### src/rtl/uart_tx_arbiter.sv
// Arbitrates the UART transmitter between a 2*DW ALU result and a DW register-file read, sending bytes LSB first.
// Optional feature: define UART_ARB_RR_EN for round-robin arbitration (default: fixed priority ALU > RF).
module uart_tx_arbiter #(
  parameter int unsigned DATA_WIDTH = 8,
  parameter int unsigned START_TO   = 4,
  parameter int unsigned MAX_RETRY  = 3
) (
  input  logic                      CLK,
  input  logic                      RST,
  input  logic                      alu_valid,
  input  logic [2*DATA_WIDTH-1:0]   alu_data,
  output logic                      alu_ready,
  input  logic                      rf_valid,
  input  logic [DATA_WIDTH-1:0]     rf_data,
  output logic                      rf_ready,
  input  logic                      tx_busy,
  output logic                      tx_valid,
  output logic [DATA_WIDTH-1:0]     tx_data,
  output logic                      grant_src,
  output logic                      active,
  output logic                      tx_err
);

  localparam int unsigned DW = DATA_WIDTH;
  localparam int unsigned WW = 2 * DATA_WIDTH;
  localparam int unsigned TW = $clog2(START_TO + 1);
  localparam int unsigned RW = (MAX_RETRY < 1) ? 1 : $clog2(MAX_RETRY + 1);

  typedef enum logic [1:0] {IDLE, ISSUE, WAIT_START, WAIT_DONE} state_t;

  state_t         state_q, state_d;
  logic [WW-1:0]  shreg_q;
  logic [1:0]     byte_cnt_q;
  logic [1:0]     nbytes_q;
  logic [RW-1:0]  retry_q;
  logic [TW-1:0]  tmo_q;
  logic           alu_pick;
  logic           accept;
  logic           retry;
  logic           abandon;
  logic           byte_done;
  logic           last_byte;

`ifdef UART_ARB_RR_EN
  // rr_ptr_q = 1 favours ALU on a tie; flips to the loser after every accept.
  logic rr_ptr_q;
  assign alu_pick = alu_valid && (!rf_valid || rr_ptr_q);

  always_ff @(posedge CLK) begin
    if (RST) begin
      rr_ptr_q <= 1'b1;
    end else if (accept) begin
      rr_ptr_q <= !alu_pick;
    end
  end
`else
  assign alu_pick = alu_valid;
`endif

  assign tx_data = shreg_q[DW-1:0];

  // FSM state register.
  always_ff @(posedge CLK) begin
    if (RST) begin
      state_q <= IDLE;
    end else begin
      state_q <= state_d;
    end
  end

  // Next state, accept strobes and datapath controls.
  always_comb begin
    state_d   = state_q;
    alu_ready = 1'b0;
    rf_ready  = 1'b0;
    accept    = 1'b0;
    retry     = 1'b0;
    abandon   = 1'b0;
    byte_done = 1'b0;
    last_byte = ((byte_cnt_q + 2'd1) == nbytes_q);
    case (state_q)
      IDLE: begin
        if (!RST && !tx_busy && (alu_valid || rf_valid)) begin
          accept    = 1'b1;
          alu_ready = alu_pick;
          rf_ready  = !alu_pick;
          state_d   = ISSUE;
        end
      end
      ISSUE: state_d = WAIT_START;
      WAIT_START: begin
        if (tx_busy) begin
          state_d = WAIT_DONE;
        end else if (tmo_q == TW'(START_TO - 2)) begin
          if (retry_q < RW'(MAX_RETRY)) begin
            retry   = 1'b1;
            state_d = ISSUE;
          end else begin
            abandon   = 1'b1;
            byte_done = 1'b1;
            state_d   = last_byte ? IDLE : ISSUE;
          end
        end
      end
      WAIT_DONE: begin
        if (!tx_busy) begin
          byte_done = 1'b1;
          state_d   = last_byte ? IDLE : ISSUE;
        end
      end
      default: state_d = IDLE;
    endcase
  end

  // Datapath and registered outputs.
  always_ff @(posedge CLK) begin
    if (RST) begin
      shreg_q    <= '0;
      byte_cnt_q <= '0;
      nbytes_q   <= '0;
      retry_q    <= '0;
      tmo_q      <= '0;
      tx_valid   <= 1'b0;
      active     <= 1'b0;
      grant_src  <= 1'b0;
      tx_err     <= 1'b0;
    end else begin
      tx_valid <= (state_d == ISSUE);
      active   <= (state_d != IDLE);
      if (accept) begin
        shreg_q    <= alu_pick ? alu_data : WW'(rf_data);
        nbytes_q   <= alu_pick ? 2'd2 : 2'd1;
        byte_cnt_q <= '0;
        retry_q    <= '0;
        grant_src  <= alu_pick;
      end
      // Pulses land START_TO cycles apart when the transmitter never answers.
      if (state_q == ISSUE) begin
        tmo_q <= '0;
      end else if (state_q == WAIT_START) begin
        tmo_q <= tmo_q + TW'(1);
      end
      if (retry) begin
        retry_q <= retry_q + RW'(1);
      end
      if (abandon) begin
        tx_err <= 1'b1;
      end
      if (byte_done) begin
        shreg_q    <= shreg_q >> DW;
        byte_cnt_q <= byte_cnt_q + 2'd1;
        retry_q    <= '0;
      end
    end
  end

endmodule
### config.mk
export PLATFORM = sky130hd
export DESIGN_NAME = uart_tx_arbiter
export DESIGN_NICKNAME = d
export VERILOG_FILES = /design/src/rtl/uart_tx_arbiter.sv
export SDC_FILE = /design/constraint.sdc
export NUM_CORES = 1
export LEC_CHECK = 0
export BUFFER_PORTS_ARGS = -buffer_cell sky130_fd_sc_hd__buf_4
export CAP_MARGIN = 20
export CORE_MARGIN = 2
export CORE_UTILIZATION = 45
export CTS_BUF_LIST = sky130_fd_sc_hd__clkbuf_4
export CTS_CLUSTER_SIZE = 24
export DETAILED_ROUTE_END_ITERATION = 12
export HOLD_SLACK_MARGIN = 0.06
export PLACE_DENSITY = 0.7
export SETUP_SLACK_MARGIN = 0.1
export SLEW_MARGIN = 40
export SYNTH_ARGS = -nofsm -noshare
export SYNTH_HDL_FRONTEND = slang
export SYNTH_SLANG_ARGS = --single-unit
### constraint.sdc
create_clock -name CLK -period 1.92 [get_ports CLK]
set_input_delay 0.192 -clock CLK [delete_from_list [all_inputs] [get_ports CLK]]
set_output_delay 0.192 -clock CLK [all_outputs]
set_load 0.02 [all_outputs]
==> results.txt <==
ys flop type: dfxtp_1
CP max stage delay: 0.54 ns
final hold slack: 0.1212 ns
dpl hpwl: 2612 um
total power: 1.289 mW
leading area contributor after synthesis: dfxtp_1
# DRC: 0
Area after DPL: 1773 sq um
core area: 3078 sq um
critical-path cell list: or4_4 > nor2_2 > buf_6 > buf_4
Netlist cell types: 40
post-route ant nets: 0
syn nets: 194
Internal: 0.9194 mW
mean post-synth cell area: 9.129 sq um
CTS buffer count: 5
worst clock skew: 0.006305 ns
Tcrit/Tclk final: 95.14%
filler cell count: 285
status: complete, no violations
setup tns final: 0 ns
Slew HR: 62.43%
pre-CTS WS: 0.1361 ns
Final Non-Filler Cells: 248
Critical Path Slowest Stage Cell: or4_4
Worst Path Required: 1.73 ns
sequential share of power: 52.2%
chip height: 61.33 um
Slew @ Worst Pin: 0.5623 ns
Vias: 1333
number of antenna violations at the first check in global routing: 0
Sink Count: 30
Port Buffers: 42
largest cells by area after synthesis: dfxtp_1, nor2_1, a221o_1
worst-case reg-to-reg path depth: 5
critical path type: reg -> out
CP Max Fanout: 5
Die ar.: 3761 sq um
Initial Util: 48.05%
max-slew violations: 0
Mapped Area: 1479 sq um
CTS tree: done
gpl congestion: 0.7965
PwrDens: 675.6 nW/um^2
Leakage: 0.7920 nW
Avg WL per Cell: 14.55 um
initial drt markers: 66
clock network fraction of total power: 27.7%
Register Area: 603.1 sq um
minimum clock period: 1.827 ns
worst vdd ir: 0.3574 mV
cell count after synthesis: 162
crit path setup slack, layout: 0.09325 ns
Comb pwr share: 20.1%
Sw Pwr: 0.3697 mW
largest net degree at the start of global routing: 14
WP data arrival: 1.63 ns
TritonRoute pass-1 iters: 4
global route total overflow: 0
later-pin clock latency in the skew report: 0.33 ns
Multi-input gate area: 772.0 sq um
CP Capture Type: output pin
post-synthesis sequential area ratio: 40.61%
final hold vios: 0
Yosys warning count: 0
Max Freq: 547.4 MHz
Final #Nets: 235
Inst Count DP: 236
Synth Register Bits: 30
first-pass GRT wire length: 5499 um
floorplan row count: 20
fraction of layout instances using a drive strength above 1: 37.75%
cell area after layout: 1908 sq um
H-tree Lvls: 2
RSZ-0062 raised after global routing: yes
hold path depth: 3
Async SR Flop Fraction: 0%
Die Width: 61.33 um
final core occ: 61.99%
Final Setup Violations: 0
Reg clk slew, reported paths: 0.10 ns
clock buffer depth: 2
WL final: 3609 um
Hold/Removal Path Class: in -> reg
num ports: 43
Net Sw Frac: 28.68%
Area growth, synth to finish: 29.02%
Post-synth EDFFs: 0
GRT Util Overall: 20.24%
share of Yosys cell area claimed by the top area cell type: 40.61%
vias in the first global route: 1206
# diodes: 0
CTS Root Cell: clkbuf_4
max_cap viols: 0
vias per cell: 5.375
startpoint types: register
==> Yosys cell counts (2+ instances only) <==
master and number:
and2_1 2, nor2_2 2, clkbuf_1 4, nand3b_1 2, a22oi_2 5, a22oi_1 10
buf_6 2, ha_1 3, inv_1 6, nand2b_1 4, a221o_1 9, dfxtp_1 30
nor4bb_1 2, a21oi_1 8, buf_4 10, nor3_1 2, xnor2_1 2, mux2i_1 2
nor2_1 28, nand2_1 3, nor2b_1 5, nand3_1 3
==> what timing repair did <==
action | 4_1_cts | 5_1_grt
buffers inserted | 3 | 1
hold buffers | 0 | 0
resized for setup | 1 | 12
pin swaps | 1 | 2
setup endpoints to repair | 1 | 25
==> power groups by stage <==
stage                     Combinational (mW)  Sequential (mW)  Clock [mW]
final                                  0.260            0.673       0.357
after global routing                   0.281            0.677       0.405
after CTS                              0.248            0.672       0.371
after detailed placement               0.240            0.687           0
after global placement                 0.234            0.685           0
after floorplan                        0.154            0.686           0
==> metal layers <==
metal  track usage (%)  wire, um
met5                 0         0
met3             5.672       186
met1             24.12      1531
met2             35.11      1832
met4             6.522        57
==> worst max-delay path, delay by kind of cell, from the launching register on <==
kind          cells  cell delay (ns)
buf+inv           2             0.27
flops             1             0.33
simple gates      2             0.70
==> registers in the layout, summed over array words and instances (netlist names) <==
signal	cells
shreg_q	16
active	1
tx_valid	1
grant_src	1
tmo_q	3
nbytes_q	1
byte_cnt_q	2
retry_q	2
state_q	2
tx_err	1
==> final cells by class <==
cell class,count,area share (%)
clock buffers,5,1.967
clock inverters,3,0.8525
inverters,6,1.180
multi-input cells,108,40.46
flip-flops and latches,30,31.61
well taps,44,2.885
repair buffers,52,21.05
==> cell families after synthesis <==
family                     after synthesis  share of synthesized area [%]
xor gates and xnor gates                 2                          1.185
buffers and inverters                   24                          9.728
and+or+nand+nor                         59                          20.56
adders and majority gates                3                          2.538
AOI/OAI and AO/OA                       41                          23.27
DFF                                     30                          40.61
muxes                                    3                          2.115
==> path summary, 6_finish.rpt <==
| path | from | to | slack, ns |
|---|---|---|---|
| min | alu_data[12] | shreg_q[12] | 0.12 |
| max | state_q[0] | alu_ready | 0.09 |
| min reg2reg | retry_q[0] | retry_q[0] | 0.49 |
| max reg2reg | state_q[0] | shreg_q[13] | 0.11 |
==> placed cells by master (no fill, tap or decap), drive strengths merged <==
master and count:
mux2i 2, o2bb2ai 1, nand2b 4, or2 2, nand3b 2, and2 2, o311ai 1, a221oi 1
and3b 1, nor3 2, a32oi 1, buf 52, a221o 9, a22oi 15, or4 2, a211oi 1
nand4 1, ha 3, dfxtp 30, clkinv 2, inv 6, nand2 3, clkbuf 5, mux2 1
o22ai 1, nor2 30, nand3 3, a21oi 8, xnor2 2, o21ai 1, nor2b 5, a31oi 1
nor4bb 2, o22a 1, clkinvlp 1
Power figures use the tool's default switching activity.
